File: src/rtl/list_buffer_ctrl.sv
// Linked-list buffer controller: QUEUES FIFOs share one slot pool and next-pointer RAM.
// Slots are allocated lowest-free-first; a slot retired by a pop becomes allocatable next cycle.
module list_buffer_ctrl #(
    parameter int unsigned ENTRIES = 33,
    parameter int unsigned IDX_W   = 6,
    parameter int unsigned QUEUES  = 4,
    parameter int unsigned Q_W     = 2
) (
    input  logic              clock,
    input  logic              reset,
    input  logic              push_valid,
    output logic              push_ready,
    input  logic [Q_W-1:0]    push_q,
    output logic [IDX_W-1:0]  push_idx,
    input  logic              pop_valid,
    output logic              pop_ready,
    input  logic [Q_W-1:0]    pop_q,
    output logic [IDX_W-1:0]  pop_idx,
    output logic [QUEUES-1:0] q_valid,
    output logic [IDX_W-1:0]  free_count,
    output logic              next_w_en,
    output logic [IDX_W-1:0]  next_w_addr,
    output logic [IDX_W-1:0]  next_w_data,
    output logic              next_r_en,
    output logic [IDX_W-1:0]  next_r_addr,
    input  logic [IDX_W-1:0]  next_r_data
);

    logic [ENTRIES-1:0] free_q, free_d;
    logic [QUEUES-1:0]  valid_q, valid_d;
    logic [IDX_W-1:0]   head_q [QUEUES];
    logic [IDX_W-1:0]   head_d [QUEUES];
    logic [IDX_W-1:0]   tail_q [QUEUES];
    logic [IDX_W-1:0]   tail_d [QUEUES];
    logic [IDX_W-1:0]   count_q, count_d;

    logic push_fire;
    logic pop_fire;
    logic pop_last;
    logic empty_same;
    logic [IDX_W-1:0] low_idx;

    // Lowest set bit of the free bitmap; scanning downward leaves the lowest hit.
    always_comb begin
        low_idx = '0;
        for (int i = int'(ENTRIES) - 1; i >= 0; i--) begin
            if (free_q[i]) begin
                low_idx = IDX_W'(i);
            end
        end
    end

    assign push_ready = |free_q;
    assign push_idx   = low_idx;
    assign pop_ready  = valid_q[pop_q];
    assign pop_idx    = head_q[pop_q];
    assign q_valid    = valid_q;
    assign free_count = count_q;

    assign push_fire  = push_valid & push_ready;
    assign pop_fire   = pop_valid & pop_ready;
    assign pop_last   = (head_q[pop_q] == tail_q[pop_q]);
    // Pop drains the last element of the queue being pushed: push restarts the list.
    assign empty_same = pop_fire & pop_last & push_fire & (push_q == pop_q);

    // Next-pointer RAM ports: link the new slot after the old tail, read the head's successor.
    always_comb begin
        next_w_en   = push_fire & valid_q[push_q] & ~empty_same;
        next_w_addr = tail_q[push_q];
        next_w_data = push_idx;
        next_r_en   = pop_fire;
        next_r_addr = head_q[pop_q];
    end

    // Next-state: apply the pop first, then the push so a restart overrides the drain.
    always_comb begin
        free_d  = free_q;
        valid_d = valid_q;
        head_d  = head_q;
        tail_d  = tail_q;
        count_d = count_q;
        if (pop_fire) begin
            free_d[head_q[pop_q]] = 1'b1;
            if (pop_last) begin
                valid_d[pop_q] = 1'b0;
            end else begin
                head_d[pop_q] = next_r_data;
            end
        end
        if (push_fire) begin
            free_d[push_idx] = 1'b0;
            if (valid_q[push_q] && !empty_same) begin
                tail_d[push_q] = push_idx;
            end else begin
                head_d[push_q]  = push_idx;
                tail_d[push_q]  = push_idx;
                valid_d[push_q] = 1'b1;
            end
        end
        case ({push_fire, pop_fire})
            2'b10:   count_d = count_q - IDX_W'(1);
            2'b01:   count_d = count_q + IDX_W'(1);
            default: count_d = count_q;
        endcase
    end

    // State registers with synchronous reset; RAM contents are left untouched.
    always_ff @(posedge clock) begin
        if (reset) begin
            free_q  <= '1;
            valid_q <= '0;
            count_q <= IDX_W'(ENTRIES);
            for (int q = 0; q < int'(QUEUES); q++) begin
                head_q[q] <= '0;
                tail_q[q] <= '0;
            end
        end else begin
            free_q  <= free_d;
            valid_q <= valid_d;
            count_q <= count_d;
            head_q  <= head_d;
            tail_q  <= tail_d;
        end
    end

endmodule

File: config.mk
export PLATFORM = sky130hd
export DESIGN_NAME = list_buffer_ctrl
export DESIGN_NICKNAME = d
export VERILOG_FILES = /design/src/rtl/list_buffer_ctrl.sv
export SDC_FILE = /design/constraint.sdc
export NUM_CORES = 1
export LEC_CHECK = 0
export ABC_AREA = 1
export CAP_MARGIN = 20
export CORE_MARGIN = 1
export CORE_UTILIZATION = 44
export DETAILED_ROUTE_END_ITERATION = 7
export GPL_ROUTABILITY_DRIVEN = 0
export PLACE_DENSITY_LB_ADDON = 0.15
export SETUP_SLACK_MARGIN = 0.02
export SYNTH_ARGS = -nofsm -noshare
export SYNTH_HDL_FRONTEND = slang
export SYNTH_SLANG_ARGS = --single-unit
File: constraint.sdc
create_clock -name clock -period 9.75 [get_ports clock]
set_clock_uncertainty 0.2 [all_clocks]
set_input_delay 0.975 -clock clock [delete_from_list [all_inputs] [get_ports clock]]
set_output_delay 0.975 -clock clock [all_outputs]
set_load 0.02 [all_outputs]
==> flow_metrics.env <==
export IMPL_finalNonFillerCells=933
export IMPL_nets=806
export IMPL_die_x_um=112
export IMPL_synthAdderAreaFrac_pct=1.56
export IMPL_ant_nets=0
export IMPL_track_usage_pct=26.4
export IMPL_slew_violations=0
export IMPL_yosys_warnings=0
export IMPL_cp_end_kind="output pin"
export IMPL_drive_above_1_share_pct=7.09
export IMPL_p_seq_share_pct=45.3
export IMPL_syn_area_per_cell_sq_um=7.04
export IMPL_muxShareOfSynthArea_pct=0.213
export IMPL_cts_resized=0
export IMPL_multi_input_area_sq_mm=0.00280
export IMPL_tns_ns=0
export IMPL_vdd_drop_max_v=0.000114
export IMPL_p_clk_share_pct=36.0
export IMPL_hold_slack_ns=0.285
export IMPL_via_count=5140
export IMPL_p_sw_mw=0.258
export IMPL_required_ns=8.58
export IMPL_violations="design-rule violations"
export IMPL_netSwitchingFraction_pct=29.2
export IMPL_yosys_top_cells_area="dfxtp_1, nand2_1, inv_1"
export IMPL_ys_flop_type="dfxtp_1"
export IMPL_post_place_ws_ns=4.20
export IMPL_synth_area_leader_cell="dfxtp_1"
export IMPL_die_area_sq_mm=0.0125
export IMPL_p_leak_nw=2.64
export IMPL_antenna_found_initial=0
export IMPL_clock_latency_ns=0.35
export IMPL_clkTransAtPathRegs_ns=0.06
export IMPL_post_synth_num_cell_types=53
export IMPL_async_reset_ff_share_pct=0
export IMPL_drt_iter0_drc=363
export IMPL_combPwrFrac_pct=18.7
export IMPL_cts_tree="built"
export IMPL_critPathKind="in -> out"
export IMPL_insertedDiodeCount=0
export IMPL_cts_htree_levels=3
export IMPL_synth_top_family_by_area="simple AND/OR/NAND/NOR gates"
export IMPL_clock_fmax_ghz=0.178
export IMPL_cts_buffer_depth=2
export IMPL_hold_class="reg -> reg"
export IMPL_synth_edff_count=0
export IMPL_cts_made_buffers=9
export IMPL_cp_data_arrival_time_ns=4.44
export IMPL_synth_most_common_cell="nand2_1"
export IMPL_ff_latch_area_sq_mm=0.00182
export IMPL_grt_overflow_total=0
export IMPL_intPower_mw=0.626
export IMPL_core_region_area_sq_mm=0.0116
export IMPL_post_cts_buffers=0
export IMPL_wl_mm=15.7
export IMPL_ys_seq_elements=91
export IMPL_relSlewSlack_pct=46.1
export IMPL_finalCritPeriodShare_pct=57.6
export IMPL_outcome="finished with violations"
export IMPL_area_growth_syn_to_layout_pct=15.6
export IMPL_drc=3
export IMPL_dr_pass1_iters=8
export IMPL_synth_cells=751
export IMPL_cts_root_buf="clkbuf_16"
export IMPL_synth_top_area_share_pct=34.5
export IMPL_num_rows=39
export IMPL_ys_seq_area_share_pct=34.5
export IMPL_finalPower_mw=0.884
export IMPL_setup_ws_ns=4.14
export IMPL_yosys_top_cells_count="nand2_1, inv_1, dfxtp_1"
export IMPL_synth_xor_area_share_pct=1.66
export IMPL_fin_area_sq_mm=0.00611
export IMPL_synth_cell_area_sq_mm=0.00529
export IMPL_synth_compound_area_share_pct=23.9
export IMPL_dp_hpwl_mm=11.8
export IMPL_fillers=1137
export IMPL_cts_hold_buffers=0
export IMPL_powerDensity_mw_per_mm2=145
export IMPL_io_pins=58
export IMPL_die_h_um=112
export IMPL_period_needed_ns=5.61
export IMPL_port_buffers=57
export IMPL_final_core_util_pct=52.8
export IMPL_grt_max_degree=63
export IMPL_setup_viol=0
export IMPL_wl_per_cell_um=16.9
export IMPL_rsz0062_at_grt="no"
export IMPL_start_util_pct=45.7
export IMPL_via_per_inst=5.51
export IMPL_path_max_fanout=9
export IMPL_syn_num_nets=771
export IMPL_yosys_area_share_simple_pct=25.6
export IMPL_grt_pass1_vias=5044
export IMPL_drv_cap=0
export IMPL_startpoint_type="input pin"
export IMPL_dp_cells=918
export IMPL_grt_first_pass_wirelength_mm=25.6
export IMPL_postPlaceCellArea_sq_mm=0.00585
export IMPL_cts_num_sinks=91
export IMPL_worstMarginPinSlew_ns=0.803
export IMPL_finalHoldViolations=0
## flip-flops by register name, summed over array words and instances (netlist names)
name        count
q_valid         4
free_q         33
head_q         24
free_count      6
tail_q         24
## cell families (layout without fill, tap and decap cells)
family | count (synthesis) | in the layout
simple gates | 291 | 291
compound gates | 197 | 197
buf+inv | 155 | 194
flops | 91 | 91
xor+xnor | 10 | 10
fa+ha+maj | 6 | 6
mux | 1 | 1
## final cells by class
type | instances | share of cell area (%)
inverter | 119 | 7.46
sequential | 91 | 29.8
clock inverter | 3 | 0.246
multi-input combinational | 505 | 45.8
tap | 143 | 2.93
timing repair buffer | 60 | 9.71
clock buffer | 12 | 4.04
## layer usage
metal / global-route usage, % / part of all wire, % / vias to the layer above
met5: 0 / 0 / -
met1: 32.9 / 43 / 2312
met4: 13.6 / 3.7 / 0
li1: - / - / 2582
met2: 43.0 / 46 / 209
met3: 5.50 / 6.9 / 37
## critical path: stages
cell and delay, ns:
clkdlybuf4s50_1 0.66, nor2_4 0.33, inv_2 0.12, o22ai_1 0.14
a21oi_1 0.06, o21a_2 0.18, xor2_1 0.19, nor4_2 0.31
nand2_2 0.14, nor2_2 0.11, inv_2 0.07, nor3_4 0.22
nor2_8 0.12, inv_4 0.18, nor2_1 0.06, clkdlybuf4s50_1 0.56
## cells in the final DEF, fill, tap and decap left out, types with 2 or more instances in the layout
| master | n |
|---|---|
| a21oi_1 | 49 |
| dfxtp_1 | 91 |
| inv_4 | 3 |
| a221oi_2 | 8 |
| and2_1 | 2 |
| nand2_2 | 2 |
| o21ai_1 | 9 |
| buf_4 | 3 |
| inv_2 | 7 |
| o221ai_1 | 5 |
| a221oi_1 | 7 |
| clkbuf_16 | 9 |
| inv_1 | 105 |
| a22oi_1 | 14 |
| clkinv_1 | 3 |
| nand3_1 | 33 |
| o21bai_1 | 2 |
| clkinv_2 | 4 |
| clkbuf_1 | 2 |
| nor4_1 | 4 |
| nor2_1 | 65 |
| xnor2_1 | 2 |
| ha_1 | 5 |
| o31ai_1 | 2 |
| o22ai_1 | 9 |
| clkdlybuf4s50_1 | 57 |
| nand2_1 | 147 |
| xor2_1 | 8 |
| nor2_8 | 6 |
| a211oi_1 | 13 |
| o21ai_0 | 68 |
| nand4_1 | 18 |
| and2_4 | 2 |
| nor3_1 | 7 |
## power by group through the flow
stage	clock [mW]	combinational (mW)	sequential, mW
finish	0.318	0.165	0.401
global route	0.342	0.179	0.403
CTS	0.327	0.164	0.401
detailed placement	0	0.164	0.409
global placement	0	0.160	0.409
floorplan	0	0.108	0.410
## path summary, 6_finish.rpt
kind	start	cells past startpoint	to	slack [ns]
worst max-delay path	pop_q[0]	16	next_w_en	4.14
worst min-delay path	free_count[5]	1	free_count[5]	0.28
worst max register to register	free_q[24]	20	free_count[5]	5.71
worst min register to register	free_count[5]	1	free_count[5]	0.28
Power figures use the tool's default switching activity.
